**config.mk**
```make
export PLATFORM = sky130hd
export DESIGN_NAME = passcode_lock_fsm
export DESIGN_NICKNAME = d
export VERILOG_FILES = /design/src/rtl/passcode_lock_fsm_pkg.sv /design/src/rtl/lock_press_detect.sv /design/src/rtl/passcode_lock_fsm.sv
export SDC_FILE = /design/constraint.sdc
export NUM_CORES = 1
export LEC_CHECK = 0
export CORE_MARGIN = 8
export CORE_UTILIZATION = 25
export DETAILED_ROUTE_END_ITERATION = 6
export GPL_ROUTABILITY_DRIVEN = 0
export SYNTH_ARGS = -nofsm -noshare
export SYNTH_HDL_FRONTEND = slang
export SYNTH_SLANG_ARGS = --single-unit
```
**constraint.sdc**
```tcl
create_clock -name i_Clk -period 4.2 [get_ports i_Clk]
set_input_delay 0.42 -clock i_Clk [delete_from_list [all_inputs] [get_ports i_Clk]]
set_output_delay 0.42 -clock i_Clk [all_outputs]
set_load 0.01 [all_outputs]
```
**src/rtl/passcode_lock_fsm_pkg.sv**
```systemverilog
// Shared definitions for the passcode lock.
//   state_e     : FSM states; encodings equal the o_Answer status codes
//   ANS_*       : answer codes seen by the downstream seven-segment decoder
//   DEF_*_CLKS  : default dwell times at 25 MHz
//   press_t     : one-cycle press strobes from the switch edge detectors
//   max3()      : sizes the shared dwell timer
package passcode_lock_fsm_pkg;

  localparam logic [2:0] ANS_IDLE    = 3'd0;
  localparam logic [2:0] ANS_ENTRY   = 3'd1;
  localparam logic [2:0] ANS_OPEN    = 3'd2;
  localparam logic [2:0] ANS_FAIL    = 3'd3;
  localparam logic [2:0] ANS_LOCKOUT = 3'd4;
  localparam logic [2:0] ANS_PROG    = 3'd5;

  // State encodings are the answer codes, so o_Answer is just the next state.
  typedef enum logic [2:0] {
    S_IDLE    = ANS_IDLE,
    S_ENTRY   = ANS_ENTRY,
    S_OPEN    = ANS_OPEN,
    S_FAIL    = ANS_FAIL,
    S_LOCKOUT = ANS_LOCKOUT,
    S_PROG    = ANS_PROG
  } state_e;

  localparam int NUM_SW           = 3;
  localparam int DEF_OPEN_CLKS    = 125_000_000;
  localparam int DEF_FAIL_CLKS    = 50_000_000;
  localparam int DEF_LOCKOUT_CLKS = 250_000_000;

  typedef struct packed {
    logic prog;
    logic clear;
    logic enter;
  } press_t;

  function automatic int max3(input int a, input int b, input int c);
    int m;
    m = (a > b) ? a : b;
    return (m > c) ? m : c;
  endfunction

endpackage

```
**src/rtl/lock_press_detect.sv**
```systemverilog
// Registered rising-edge detector for one debounced switch.
//   clk   : system clock
//   rst_l : synchronous active-low reset
//   level : debounced switch level
//   press : high for the cycle in which level is 1 and was 0 last cycle
// The previous level resets to 1 so a switch held through reset is not a press.
module lock_press_detect (
  input  logic clk,
  input  logic rst_l,
  input  logic level,
  output logic press
);

  logic prev;

  always_ff @(posedge clk) begin
    if (!rst_l) prev <= 1'b1;
    else        prev <= level;
  end

  assign press = level & ~prev;

endmodule

```
**src/rtl/passcode_lock_fsm.sv**
```systemverilog
// Four-digit passcode lock controller.
//   i_Clk, i_Rst_L     : clock, synchronous active-low reset
//   i_Switch_Enter     : rising edge captures i_Digit
//   i_Switch_Clear     : rising edge aborts entry / relocks
//   i_Switch_Prog      : rising edge while OPEN starts reprogramming
//   i_Digit            : digit from the upstream counter
//   o_LED_1..o_LED_4   : digit-captured progress LEDs
//   o_Answer           : status code (see ANS_* in the package)
//   o_Unlocked         : high only while OPEN
// All outputs are registered from the next state and index, so they change on
// the same edge that acts on a press.
module passcode_lock_fsm
  import passcode_lock_fsm_pkg::*;
#(
  parameter logic [15:0] CODE         = 16'h1234,
  parameter int          MAX_FAILS    = 3,
  parameter int          OPEN_CLKS    = DEF_OPEN_CLKS,
  parameter int          FAIL_CLKS    = DEF_FAIL_CLKS,
  parameter int          LOCKOUT_CLKS = DEF_LOCKOUT_CLKS
) (
  input  logic       i_Clk,
  input  logic       i_Rst_L,
  input  logic       i_Switch_Enter,
  input  logic       i_Switch_Clear,
  input  logic       i_Switch_Prog,
  input  logic [3:0] i_Digit,
  output logic       o_LED_1,
  output logic       o_LED_2,
  output logic       o_LED_3,
  output logic       o_LED_4,
  output logic [2:0] o_Answer,
  output logic       o_Unlocked
);

  localparam int TMR_W = $clog2(max3(OPEN_CLKS, FAIL_CLKS, LOCKOUT_CLKS));

  logic [NUM_SW-1:0] sw_lvl, sw_press;
  press_t            pr;

  assign sw_lvl = {i_Switch_Prog, i_Switch_Clear, i_Switch_Enter};
  assign pr     = press_t'(sw_press);

  for (genvar g = 0; g < NUM_SW; g++) begin : g_pd
    lock_press_detect u_pd (
      .clk   (i_Clk),
      .rst_l (i_Rst_L),
      .level (sw_lvl[g]),
      .press (sw_press[g])
    );
  end

  state_e           state, state_nxt;
  logic [1:0]       idx, idx_nxt;
  logic [3:0][3:0]  slots, slots_nxt;   // slot 0 lives in [3], matching CODE[15:12]
  logic [2:0]       fails, fails_nxt, fails_inc;
  logic [TMR_W-1:0] tmr, tmr_nxt;
  logic [15:0]      code, code_nxt, entered;
  logic [3:0]       leds_q, leds_nxt;
  logic [2:0]       ans_nxt;
  logic             unl_nxt;

  // Full word as it will stand once the current digit lands in slot 3.
  assign entered   = {slots[3], slots[2], slots[1], i_Digit};
  assign fails_inc = fails + 3'd1;

  always_comb begin
    state_nxt = state;
    idx_nxt   = idx;
    slots_nxt = slots;
    fails_nxt = fails;
    tmr_nxt   = tmr;
    code_nxt  = code;
    case (state)
      S_IDLE: begin
        if (pr.enter) begin
          slots_nxt[3] = i_Digit;
          idx_nxt      = 2'd1;
          state_nxt    = S_ENTRY;
        end
      end
      S_ENTRY, S_PROG: begin
        if (pr.clear) begin
          state_nxt = S_IDLE;
          idx_nxt   = 2'd0;
        end else if (pr.enter) begin
          slots_nxt[2'd3 - idx] = i_Digit;
          idx_nxt               = idx + 2'd1;   // wraps to 0 on the 4th capture
          if (idx == 2'd3) begin
            if (state == S_PROG) begin
              code_nxt  = entered;
              state_nxt = S_IDLE;
            end else if (entered == code) begin
              state_nxt = S_OPEN;
              fails_nxt = 3'd0;
              tmr_nxt   = TMR_W'(OPEN_CLKS - 1);
            end else if (fails_inc == 3'(MAX_FAILS)) begin
              state_nxt = S_LOCKOUT;
              fails_nxt = 3'd0;
              tmr_nxt   = TMR_W'(LOCKOUT_CLKS - 1);
            end else begin
              state_nxt = S_FAIL;
              fails_nxt = fails_inc;
              tmr_nxt   = TMR_W'(FAIL_CLKS - 1);
            end
          end
        end
      end
      S_OPEN: begin
        if (pr.clear) begin
          state_nxt = S_IDLE;
        end else if (pr.prog) begin
          state_nxt = S_PROG;
          idx_nxt   = 2'd0;
        end else if (tmr == '0) begin
          state_nxt = S_IDLE;
        end else begin
          tmr_nxt = tmr - 1'b1;
        end
      end
      S_FAIL, S_LOCKOUT: begin
        if (tmr == '0) state_nxt = S_IDLE;
        else           tmr_nxt   = tmr - 1'b1;
      end
      default: state_nxt = S_IDLE;
    endcase

    ans_nxt  = 3'(state_nxt);
    unl_nxt  = (state_nxt == S_OPEN);
    leds_nxt = 4'b0000;
    case (state_nxt)
      S_ENTRY, S_PROG:
        for (int k = 0; k < 4; k++) leds_nxt[k] = ({1'b0, idx_nxt} >= 3'(k + 1));
      S_OPEN:  leds_nxt = 4'b1111;
      default: leds_nxt = 4'b0000;
    endcase
  end

  always_ff @(posedge i_Clk) begin
    if (!i_Rst_L) begin
      state      <= S_IDLE;
      idx        <= 2'd0;
      slots      <= '0;
      fails      <= 3'd0;
      tmr        <= '0;
      code       <= CODE;
      leds_q     <= 4'b0000;
      o_Answer   <= ANS_IDLE;
      o_Unlocked <= 1'b0;
    end else begin
      state      <= state_nxt;
      idx        <= idx_nxt;
      slots      <= slots_nxt;
      fails      <= fails_nxt;
      tmr        <= tmr_nxt;
      code       <= code_nxt;
      leds_q     <= leds_nxt;
      o_Answer   <= ans_nxt;
      o_Unlocked <= unl_nxt;
    end
  end

  assign {o_LED_4, o_LED_3, o_LED_2, o_LED_1} = leds_q;

endmodule

```
==> results_dict.tcl <==
set metrics [dict create \
    ir_drop_mv 0.1915 \
    num_vias 3245 \
    antenna_found_initial 0 \
    fillers 1514 \
    postCtsHoldBufs 0 \
    comb_power_share_pct 3.5 \
    cts_buffers 9 \
    path_cells "inv_1 -> ha_1 -> or4b_1 -> nor3_2 -> buf_4 -> nand4_1 -> a21oi_2 -> nor2_1 -> a32o_1" \
    cts_max_level 3 \
    port_buffers 16 \
    hold_viol_final 0 \
    syn_area_sq_um 3641 \
    power_density_nw_per_um2 361.5 \
    fp.dieW_um 136.7 \
    tightestPinTransition_ns 0.8078 \
    grt_pass1_wl_mm 15.01 \
    dieArea_sq_um 18680 \
    min_from "entered[6]$_SDFFE_PN0P_" \
    ant_nets 0 \
    hold_ws_ns 0.4871 \
    first_pass_iters 5 \
    crit_path_start_kind "flop" \
    multi_input_area_sq_um 2090 \
    cp_slowest_cell "a21oi_2" \
    synth_nets 443 \
    cts_sinks 72 \
    grt_max_degree 34 \
    synth-seq-cells 72 \
    cts_tree "done" \
    fmax_mhz 319.7 \
    final_common_cell "dfxtp_1" \
    synthToLayoutAreaGrowth_pct 18.08 \
    netlist_instances 426 \
    required_ns 4.42 \
    r2r-end "tmr[27]$_SDFFE_PN0P_" \
    track_usage_pct 10.15 \
    syn_avg_cell_area_sq_um 8.547 \
    finalCriticalPeriod_ns 3.128 \
    power_frac_seq_pct 44.5 \
    status "complete, no violations" \
    rsz0062_at_grt "no" \
    cts_setup_buffers 0 \
    final-max-slew-violation-count 0 \
    min_to "entered[6]$_SDFFE_PN0P_" \
    fin_worst_skew_ns 0.005710 \
    p_int_mw 1.229 \
    swShare_pct 20.95 \
    cp.arrival_ns 3.35 \
    hold_class "flop to flop" \
    max_cap_viol_count 0 \
    synth_edf_count 0 \
    antennaDiodeCount 0 \
    cts_resized 0 \
    crit_type "flop to flop" \
    clkLatencyLatePin_ns 0.34 \
    viasPerCell 5.159 \
    p_clk_share_pct 51.9 \
    crit_path_max_incr_delay_ns 0.64 \
    hpwlAfterDp_mm 6.304 \
    clock_path_buffers 2 \
    path_clk_slew_ns 0.06 \
    worstReg2RegStart "tmr[0]$_SDFFE_PN0P_" \
    overflow 0 \
    rr_worst_depth 9 \
    fin_crit_sh_pct 74.47 \
    synth_flop_cell "dfxtp_1" \
    layout_common_cells "72 x dfxtp_1, 43 x nor2_1, 41 x nand2_1, 29 x a21oi_1, 24 x o21ai_0" \
    p_leak_nw 1.724 \
    wire_per_inst_um 14.51 \
    cp-end-kind "flop" \
    nNetsFinal 457 \
    async_reset_ff_share_pct 0 \
    cts-root-buf "clkbuf_16" \
    max-slew-margin-rel_pct 46.14 \
    start_util_pct 25.34 \
    setup_viol 0 \
    synth.distinct_cells 60 \
    die_h_um 136.7 \
    ys_seq_area_share_pct 39.59 \
    rows 44 \
    yosysWarnings 0 \
    grt_pass1_vias 3060 \
    r2r_slack_ns 1.07 \
    p_sw_mw 0.3257 \
    drive_gt1_share_pct 8.764 \
    setup_tns_ns 0 \
    drt_iter0_drc 230 \
    path_max_fanout 13 \
    final_util_pct 29.92 \
    power_mw 1.554 \
    min_delay_path_depth 2 \
    core_region_area_sq_um 14370 \
    wirelength_mm 9.124 \
    num_io_pins 17 \
    register_area_sq_um 1441 \
    drc 0 \
]
[critical path: cells and delay by family (launching register included)]
kind | cells | cell delay (ns)
AND/OR/NAND/NOR | 4 | 1.28
AO/OA/AOI/OAI | 2 | 0.93
flip-flops | 1 | 0.34
buffers and inverters | 2 | 0.26
adder cells (fa/ha/maj) | 1 | 0.21
[state kept, by name, summed over array words and instances, names as in the netlist]
signal	count
code	16
entered	12
fails	3
g_pd.u_pd.prev	3
idx	2
leds_q	4
o_Unlocked	1
state	3
tmr	28
[layout make-up]
type / count / share of cell area (%)
clock inverter: 5 / 1.892
clock buffer: 11 / 5.413
sequential: 72 / 33.53
inverter: 9 / 0.7858
tap: 184 / 5.355
multi-input combinational: 328 / 48.60
timing repair buffer: 20 / 4.424
[stage by stage]
step	worst slack (ns)	area, sq um	cells
after detailed placement	0.9855	3985	613
final	1.072	4299	629
after CTS	1.096	4299	629
after floorplan	1.972	3641	426
after global placement	1.084	3985	613
after global routing	0.8002	4299	629
[power groups by stage]
stage               registers, mW  logic, mW  clock network [mW]
finish                      0.692     0.0547               0.807
floorplan                   0.705     0.0331                   0
global route                0.692     0.0599               0.857
global placement            0.707     0.0539                   0
CTS                         0.692     0.0548               0.830
detailed placement          0.707     0.0545                   0
[worst max-delay path by stage]
stage                     cells past startpoint              endpoint  slack (ns)                 start
final                                         9  tmr[27]$_SDFFE_PN0P_        1.07   tmr[0]$_SDFFE_PN0P_
after global routing                          6  tmr[19]$_SDFFE_PN0P_        0.80  tmr[10]$_SDFFE_PN0P_
after CTS                                     9  tmr[15]$_SDFFE_PN0P_        1.10   tmr[0]$_SDFFE_PN0P_
after detailed placement                      7   tmr[9]$_SDFFE_PN0P_        0.99        i_Switch_Enter
after global placement                        6  code[5]$_SDFFE_PN1P_        1.08        i_Switch_Enter
after floorplan                               8  tmr[13]$_SDFFE_PN0P_        1.97   tmr[0]$_SDFFE_PN0P_
[kinds of logic after synthesis]
group	count (synthesis)	synth area share, %
AO/OA/AOI/OAI	108	19.45
XOR/XNOR	17	4.089
adder cells (fa/ha/maj)	8	2.749
buffers and inverters	26	3.024
flip-flops	72	39.59
multiplexers	20	5.498
AND/OR/NAND/NOR	175	25.60
[metal layers]
layer	vias to the layer above	track usage, %	wire (um)	part of all wire, %
met1	1563	12.37	4198	46
met2	79	16.34	4285	47
met5	-	0	0	0
met4	0	3.600	127	1.4
li1	1592	-	-	-
met3	11	3.341	512	5.6
[Yosys cell counts (all sizes together), types with 2 or more instances]
library cell,n,share of area [%]
a311oi,7,1.7
xor2,17,4.1
and3,2,0.34
a211o,2,0.48
nor3,13,2.2
or3,5,0.89
nor4,9,2.0
a32o,7,1.9
nand3b,2,0.52
nor2,43,4.4
and2,4,0.76
buf,3,0.65
mux2i,20,5.5
nand4,4,0.86
a31oi,5,0.86
nand3,22,3.0
a21oi,31,4.5
or2,3,0.52
ha,8,2.7
nand2b,10,1.7
a21o,3,0.62
o311ai,2,0.48
o22ai,7,1.2
nand2,42,4.4
clkbuf,14,1.4
or4,5,1.2
nor2b,4,0.69
o21ai,27,3.9
dfxtp,72,40
o211ai,4,0.82
o32ai,2,0.48
inv,9,0.93
o31ai,4,0.82
o2bb2ai,2,0.48
or3b,2,0.48
No activity file was read; power rests on OpenSTA's default activity.
